`src/rtl/mru_push_scheduler.sv`:
```
// mru_push_scheduler: button front end for the MRU stack.
// Sync, debounce, edge-to-request, round-robin push handshake.
module mru_push_scheduler #(
  parameter int DEBOUNCE_TICKS = 3,
  parameter int CNT_W          = 4
) (
  input  logic       clk,
  input  logic       rst,
  input  logic       tick,
  input  logic       b1,
  input  logic       b2,
  input  logic       b3,
  input  logic       b4,
  input  logic       push_ready,
  output logic       push_valid,
  output logic [2:0] push_id,
  output logic [3:0] pending,
  output logic       busy
);

  typedef enum logic [1:0] {
    IDLE  = 2'd0,
    OFFER = 2'd1,
    GAP   = 2'd2
  } state_e;

  logic [3:0]       raw;
  logic [3:0]       s1_q;
  logic [3:0]       s2_q;
  logic [3:0]       stable_q;
  logic [3:0]       stable_d;
  logic [3:0]       prev_q;
  logic [CNT_W-1:0] cnt_q [4];
  logic [CNT_W-1:0] cnt_d [4];

  logic [3:0] pending_q;
  logic [3:0] pending_d;
  logic [3:0] rise;
  logic [3:0] clr;

  state_e     state_q;
  state_e     state_d;
  logic [1:0] sel_q;
  logic [1:0] sel_d;
  logic [1:0] last_q;
  logic [1:0] last_d;
  logic       valid_q;
  logic       valid_d;
  logic [2:0] id_q;
  logic [2:0] id_d;

  logic       found;
  logic [1:0] pick;
  logic       hs;

  assign raw = {b4, b3, b2, b1};

  // Two-flop synchronizer, runs every clock
  always_ff @(posedge clk or negedge rst) begin
    if (!rst) begin
      s1_q <= '0;
      s2_q <= '0;
    end else begin
      s1_q <= raw;
      s2_q <= s1_q;
    end
  end

  // Debounce: stable level flips after enough differing ticks
  always_comb begin
    stable_d = stable_q;
    for (int i = 0; i < 4; i++) begin
      cnt_d[i] = cnt_q[i];
      if (tick) begin
        if (s2_q[i] == stable_q[i]) begin
          cnt_d[i] = '0;
        end else if (cnt_q[i] + CNT_W'(1)
                     == CNT_W'(DEBOUNCE_TICKS)) begin
          stable_d[i] = s2_q[i];
          cnt_d[i]    = '0;
        end else begin
          cnt_d[i] = cnt_q[i] + CNT_W'(1);
        end
      end
    end
  end

  // Debounce state and previous stable level for edge detect
  always_ff @(posedge clk or negedge rst) begin
    if (!rst) begin
      stable_q <= '0;
      prev_q   <= '0;
      for (int i = 0; i < 4; i++) cnt_q[i] <= '0;
    end else begin
      stable_q <= stable_d;
      prev_q   <= stable_q;
      for (int i = 0; i < 4; i++) cnt_q[i] <= cnt_d[i];
    end
  end

  assign rise      = stable_q & ~prev_q;
  assign pending_d = (pending_q & ~clr) | rise;
  assign hs        = valid_q & push_ready;

  // Round-robin pick: first pending bit after last, wrapping
  always_comb begin
    logic [1:0] idx;
    idx   = '0;
    found = 1'b0;
    pick  = '0;
    for (int k = 1; k <= 4; k++) begin
      idx = last_q + 2'(k);
      if (!found && pending_q[idx]) begin
        found = 1'b1;
        pick  = idx;
      end
    end
  end

  // FSM state and registered outputs
  always_ff @(posedge clk or negedge rst) begin
    if (!rst) begin
      state_q   <= IDLE;
      sel_q     <= '0;
      last_q    <= 2'd3;
      valid_q   <= 1'b0;
      id_q      <= '0;
      pending_q <= '0;
    end else begin
      state_q   <= state_d;
      sel_q     <= sel_d;
      last_q    <= last_d;
      valid_q   <= valid_d;
      id_q      <= id_d;
      pending_q <= pending_d;
    end
  end

  // Next state
  always_comb begin
    state_d = state_q;
    unique case (state_q)
      IDLE:    if (found) state_d = OFFER;
      OFFER:   if (hs) state_d = GAP;
      GAP:     state_d = IDLE;
      default: state_d = IDLE;
    endcase
  end

  // Next outputs, grant bookkeeping
  always_comb begin
    valid_d = 1'b0;
    id_d    = '0;
    sel_d   = sel_q;
    last_d  = last_q;
    clr     = '0;
    unique case (state_q)
      IDLE: begin
        if (found) begin
          sel_d   = pick;
          valid_d = 1'b1;
          id_d    = {1'b0, pick} + 3'd1;
        end
      end
      OFFER: begin
        if (hs) begin
          clr[sel_q] = 1'b1;
          last_d     = sel_q;
        end else begin
          valid_d = 1'b1;
          id_d    = id_q;
        end
      end
      default: ;
    endcase
  end

  assign push_valid = valid_q;
  assign push_id    = id_q;
  assign pending    = pending_q;
  assign busy       = (pending_q != 4'd0) || (state_q != IDLE);

endmodule

```
`config.mk`:
```
export PLATFORM = sky130hd
export DESIGN_NAME = mru_push_scheduler
export DESIGN_NICKNAME = d
export VERILOG_FILES = /design/src/rtl/mru_push_scheduler.sv
export SDC_FILE = /design/constraint.sdc
export NUM_CORES = 1
export LEC_CHECK = 0
export CAP_MARGIN = 20
export CORE_ASPECT_RATIO = 1.2
export CORE_MARGIN = 2
export CORE_UTILIZATION = 61
export DETAILED_ROUTE_END_ITERATION = 10
export DONT_BUFFER_PORTS = 1
export GPL_TIMING_DRIVEN = 0
export PLACE_DENSITY = 0.87
export SYNTH_ARGS = -nofsm -noshare
export SYNTH_HDL_FRONTEND = slang
export SYNTH_SLANG_ARGS = --single-unit
```
`constraint.sdc`:
```
create_clock -name clk -period 1.7 [get_ports clk]
set_input_delay 0.51 -clock clk [delete_from_list [all_inputs] [get_ports clk]]
set_output_delay 0.51 -clock clk [all_outputs]
set_load 0.01 [all_outputs]
```
After elaboration in Yosys (flattened, before gate mapping)
Cells that the tools add are included.

storage, ports and cells
  register bits = 46
  output and inout port bits = 9
  logic and storage cells = 107

cells by class
  $add $sub $neg = 8
  magnitude comparators = 6
  equality and inequality tests = 11
  multiplexer cells = 37
  bitwise logic cells = 10
  reductions and logical operators = 18

operators by type and width
  operator             number
  $mux 4               10
  $add 4x1->4 const B  4
  $eq 4x2->1 const B   4
  $lt 2x3->1 const B   5
  $mux 2               6
  $reduce_and 3->1     4
  $mux 1               11
  $and 4x4->4          2
  $bmux 1 s2           4
  $not 4->4            2
  $mux 3               2
  $pmux 3 s2           1
  $reduce_and 2->1     3
  $add 2x2->2 const B  2
  $eq 1x1->1           4
  $logic_and 1x1->1    4
  $ne 2x2->1 const B   2
  $not 1->1            4
  $or 4x4->4           1
  $pmux 2 s2           1
  $reduce_bool 4->1    1
  $add 2x1->3 const B  1
  $logic_not 1->1      3
  $add 2x1->2 const B  1
  8 further kinds      8

Logic depth before layout (Yosys ltp)
  depth in word-level cells = 16
  gate-level depth with buffers = 6
  gate-level depth less buffers = 6

Least setup slack after synthesis
OpenSTA, ideal clock, no wires.

  path kind = reg2reg
  start point = reg last_q[1]
  end point = reg id_q[1], in the netlist push_id[1]
  library setup time = 0.121 ns
  arrival = 1.420 ns
  required time = 1.579 ns
  slack = 0.159 ns
  stages on the path, launching flop included = 7
  clock period less this slack = 1.541 ns
  cell sequence = dfstp_2 > mux2i_1 > a32oi_1 > nor2b_1 > nor2_1 > ha_1 > a22o_1

on the way
  longest elaborated chain between the ends = 16

RTL lines
  element                       RTL line  RTL
  from (decl)                   45        logic [1:0] last_q;
  from (signal assigned)        132       last_q <= last_d;
  $add 2x1->2                   112       idx = last_q + 2'(k);
  $bmux 1 s2                    113       if (!found && pending_q[idx]) begin
  $mux 1 (implied by the code)  113
  $mux 1                        113
  $logic_not 1->1               113
  $logic_and 1x1->1             113
  $mux 1                        113
  $logic_not 1->1               113
  $logic_and 1x1->1             113
  $mux 1                        113
  $logic_not 1->1               113
  $logic_and 1x1->1             113
  $mux 2 (*)                    113
  via pick[0]                   53        logic [1:0] pick;
  $add 2x1->3 (*)               162       id_d = {1'b0, pick} + 3'd1;
  $mux 3 (*)                    159       if (found) begin
  $pmux 3 s2 (*)                157       unique case (state_q)
  to (signal assigned)          134       id_q <= id_d;
  to (decl)                     49        logic [2:0] id_q;

Mark *: on every way through the listed nets, which the timed path passes. The rest lies on a longest branch. The select of a mux whose other input is x is not followed.
A chain may end at the register's enable or synchronous reset.

Worst setup path after layout
  start point = reg pending_q[2], in the netlist pending[2]
  end point = out busy

on the way
  longest elaborated chain between the ends = 2

RTL lines
  element                 RTL line  RTL
  from (decl)             36        logic [3:0] pending_q;
  from (signal assigned)  135       pending_q <= pending_d;
  $reduce_bool 4->1       181       assign busy = (pending_q != 4'd0) || (state_q != IDLE);
  $logic_or 1x1->1        181
  to (decl)               18        output logic busy

Every way passes these cells.

==> impl_metrics.json <==
{
  "synthesis.nets": 212,
  "syn_area_um2": 2150,
  "rows": 23,
  "worst_slew_pin_slew_ns": 0.492,
  "yosysUniqueCellTypes": 34,
  "synth_flop_cell": "dfrtp_1",
  "start_util_pct": 63.8,
  "synthToLayoutAreaGrowth_pct": 9.49,
  "grt_first_pass_wirelength_um": 6520,
  "dieArea_um2": 4020,
  "critPathMaxFanout": 5,
  "yosys_warnings": 0,
  "p_leak_nw": 1.07,
  "grt_start_max_net_pins": 45,
  "fin_ws_ns": -0.0113,
  "finClkSkew_ns": 0.00284,
  "placed_cells": 232,
  "slew_headroom_pct": 67.2,
  "final_nets": 222,
  "final-setup-viol-count": 1,
  "yosysMostFrequentCell": "dfrtp_1",
  "synth_edf_count": 0,
  "fin_cells": 243,
  "drive_gt1_share_pct": 17.0,
  "slowest_delay_ns": 0.47,
  "grt_overflow_total": 0,
  "ant_nets": 0,
  "port_buffers": 0,
  "core_um2": 3370,
  "finalHoldViolCount": 0,
  "synth_top_area_share_pct": 51.2,
  "numClockSinks": 46,
  "cp-end-kind": "output pin",
  "synth_common_cells": "dfrtp_1, o21ai_0, nand2_1",
  "final_core_util_pct": 69.9,
  "setup_tns_ns": -0.0113,
  "yosysSeqAreaShare_pct": 53.7,
  "syn-instance-count": 195,
  "async_flop_share_pct": 100,
  "post_drt_wl_per_cell_um": 16.0,
  "htreeDepth": 2,
  "via_per_inst": 6.32,
  "period_share_pct": 101,
  "hpwl_um": 2680,
  "first_global_vias": 1573,
  "worst-setup-path-type": "flip-flop to output pin",
  "worstHoldPathType": "input port to async pin",
  "min_period_ns": 1.71,
  "slowest_stage": "dfrtp_2",
  "clock_latency_ns": 0.30,
  "crit_arrival_ns": 1.20,
  "antenna_cells": 0,
  "drt-initial-drc-count": 72,
  "critPathLaunchType": "flip-flop",
  "slew_violations": 0,
  "pre_cts_ws_ns": 0.0421,
  "critical_path_required_ns": 1.19,
  "gp_congestion": 0.825,
  "syn_avg_cell_area_um2": 11.0,
  "irDropWorstVdd_v": 0.00157,
  "drt_pass1_iterations": 5,
  "fp.dieH_um": 69.0,
  "clock.fmax_ghz": 0.584,
  "clockBufferDepth": 2,
  "cts-root-buf": "clkbuf_8",
  "die_x_um": 58.2,
  "synth_area_leaders": "dfrtp_1, o21ai_0, ha_1",
  "antenna_found_initial": 0,
  "grt_usage_pct": 21.5,
  "io_pins": 17,
  "routed_wl_um": 3880,
  "power_mw": 4.35,
  "cts_tree": "done",
  "num_vias": 1535,
  "rsz0062_at_grt": "yes",
  "power.density_nw_per_um2": 1850,
  "synth.largest_area_cell": "dfrtp_1",
  "maxCapViolCount": 0,
  "cts_made_buffers": 5,
  "status": "finished with violations",
  "synth-seq-cells": 46,
  "crit_chain": "nor4_4 > nand2_2",
  "failed_checks": "setup timing",
  "drc": 0,
  "clk_pin_slew_ns": 0.08
}
-- per-layer routing --
layer	vias to the layer above	wire length, um	global-route usage [%]	share of wire (%)
li1	720	-	-	-
met1	749	1560	23.3	40
met2	55	2020	36.1	52
met3	11	201	6.57	5.2
met4	0	88	12.4	2.3
met5	-	0	0	0
-- worst max-delay path: cells and delay by family, from the launching register on --
kind	cells	cell delay, ns
simple gates	2	0.43
flops	1	0.47
-- flip-flops by register name, summed over array words and instances, names as in the netlist --
| register | count |
|---|---|
| sel_q | 2 |
| cnt_q | 16 |
| state_q | 2 |
| s1_q | 4 |
| push_valid | 1 |
| pending | 4 |
| stable_q | 4 |
| s2_q | 4 |
| last_q | 2 |
| push_id | 3 |
| prev_q | 4 |
-- cell usage in the layout (no fill, tap or decap), types with 3 or more instances in the layout --
cell type	synthesis	layout
a21bo_1	4	4
a21oi_1	7	7
a31oi_1	4	4
a41o_1	4	4
clkbuf_8	0	5
dfrtp_1	44	39
dfrtp_2	0	5
ha_1	9	9
inv_1	12	12
mux2_4	4	4
nand2_1	19	18
nand2b_1	3	3
nand3_1	4	4
nand3_2	4	4
nand3b_1	5	5
nor2_1	8	8
nor3_1	8	8
o211a_1	4	4
o21ai_0	24	24
o2bb2ai_1	4	4
xnor2_1	4	4
-- worst paths after layout --
check	cells after the start	slack (ns)	from	end
min in group clk	0	0.23	b4	s1_q[3]
min reg2reg	0	0.35	s1_q[0]	s2_q[0]
max	2	-0.01	pending[2]	busy
min	0	0.04	rst	last_q[1]
max reg2reg	6	0.04	last_q[1]	push_id[1]
max in group asynchronous	1	1.44	rst	cnt_q[12]
-- metrics by stage --
step | hold WS [ns] | cell area, um^2
2_1_floorplan | 0.214 | 2150
3_3_place_gp | 0.215 | 2200
3_5_place_dp | 0.215 | 2200
4_1_cts | 0.0317 | 2340
5_1_grt | 0.0228 | 2350
6_report | 0.0377 | 2350
-- layout make-up --
class	instances	area, um^2
sequential	46	1160
fill	231	1010
multi-input combinational	134	945
clock buffer	5	68.8
tap	37	46.3
inverter	12	45.0
clock inverter	3	40.0
timing repair buffer	3	35.0
buffer	3	13.8
-- cell families (layout without fill, tap and decap cells) --
family	count (synthesis)	count (layout)	synth area share [%]
AOI/OAI and AO/OA	58	58	18.2
xor gates and xnor gates	4	4	1.63
adders and majority gates	9	9	5.24
buffers and inverters	15	26	2.74
DFF	46	46	53.7
muxes	6	6	3.78
and+or+nand+nor	57	57	14.7
-- what timing repair did --
action / 4_1_cts / 5_1_grt
pin swaps: 1 / 5
buffers inserted: 1 / 1
hold buffers: 1 / 0
gates cloned: 0 / 0
gates resized for setup: 4 / 3
endpoints found under the hold margin: 44 / 0
setup endpoints to repair: 2 / 4
-- where the power goes --
| group | internal, mW | switching (mW) |
|---|---|---|
| Combinational | 0.725 | 0.733 |
| Sequential | 1.53 | 0.556 |
| Clock | 0.433 | 0.367 |
Note: power is estimated with default switching activity, not from simulation.
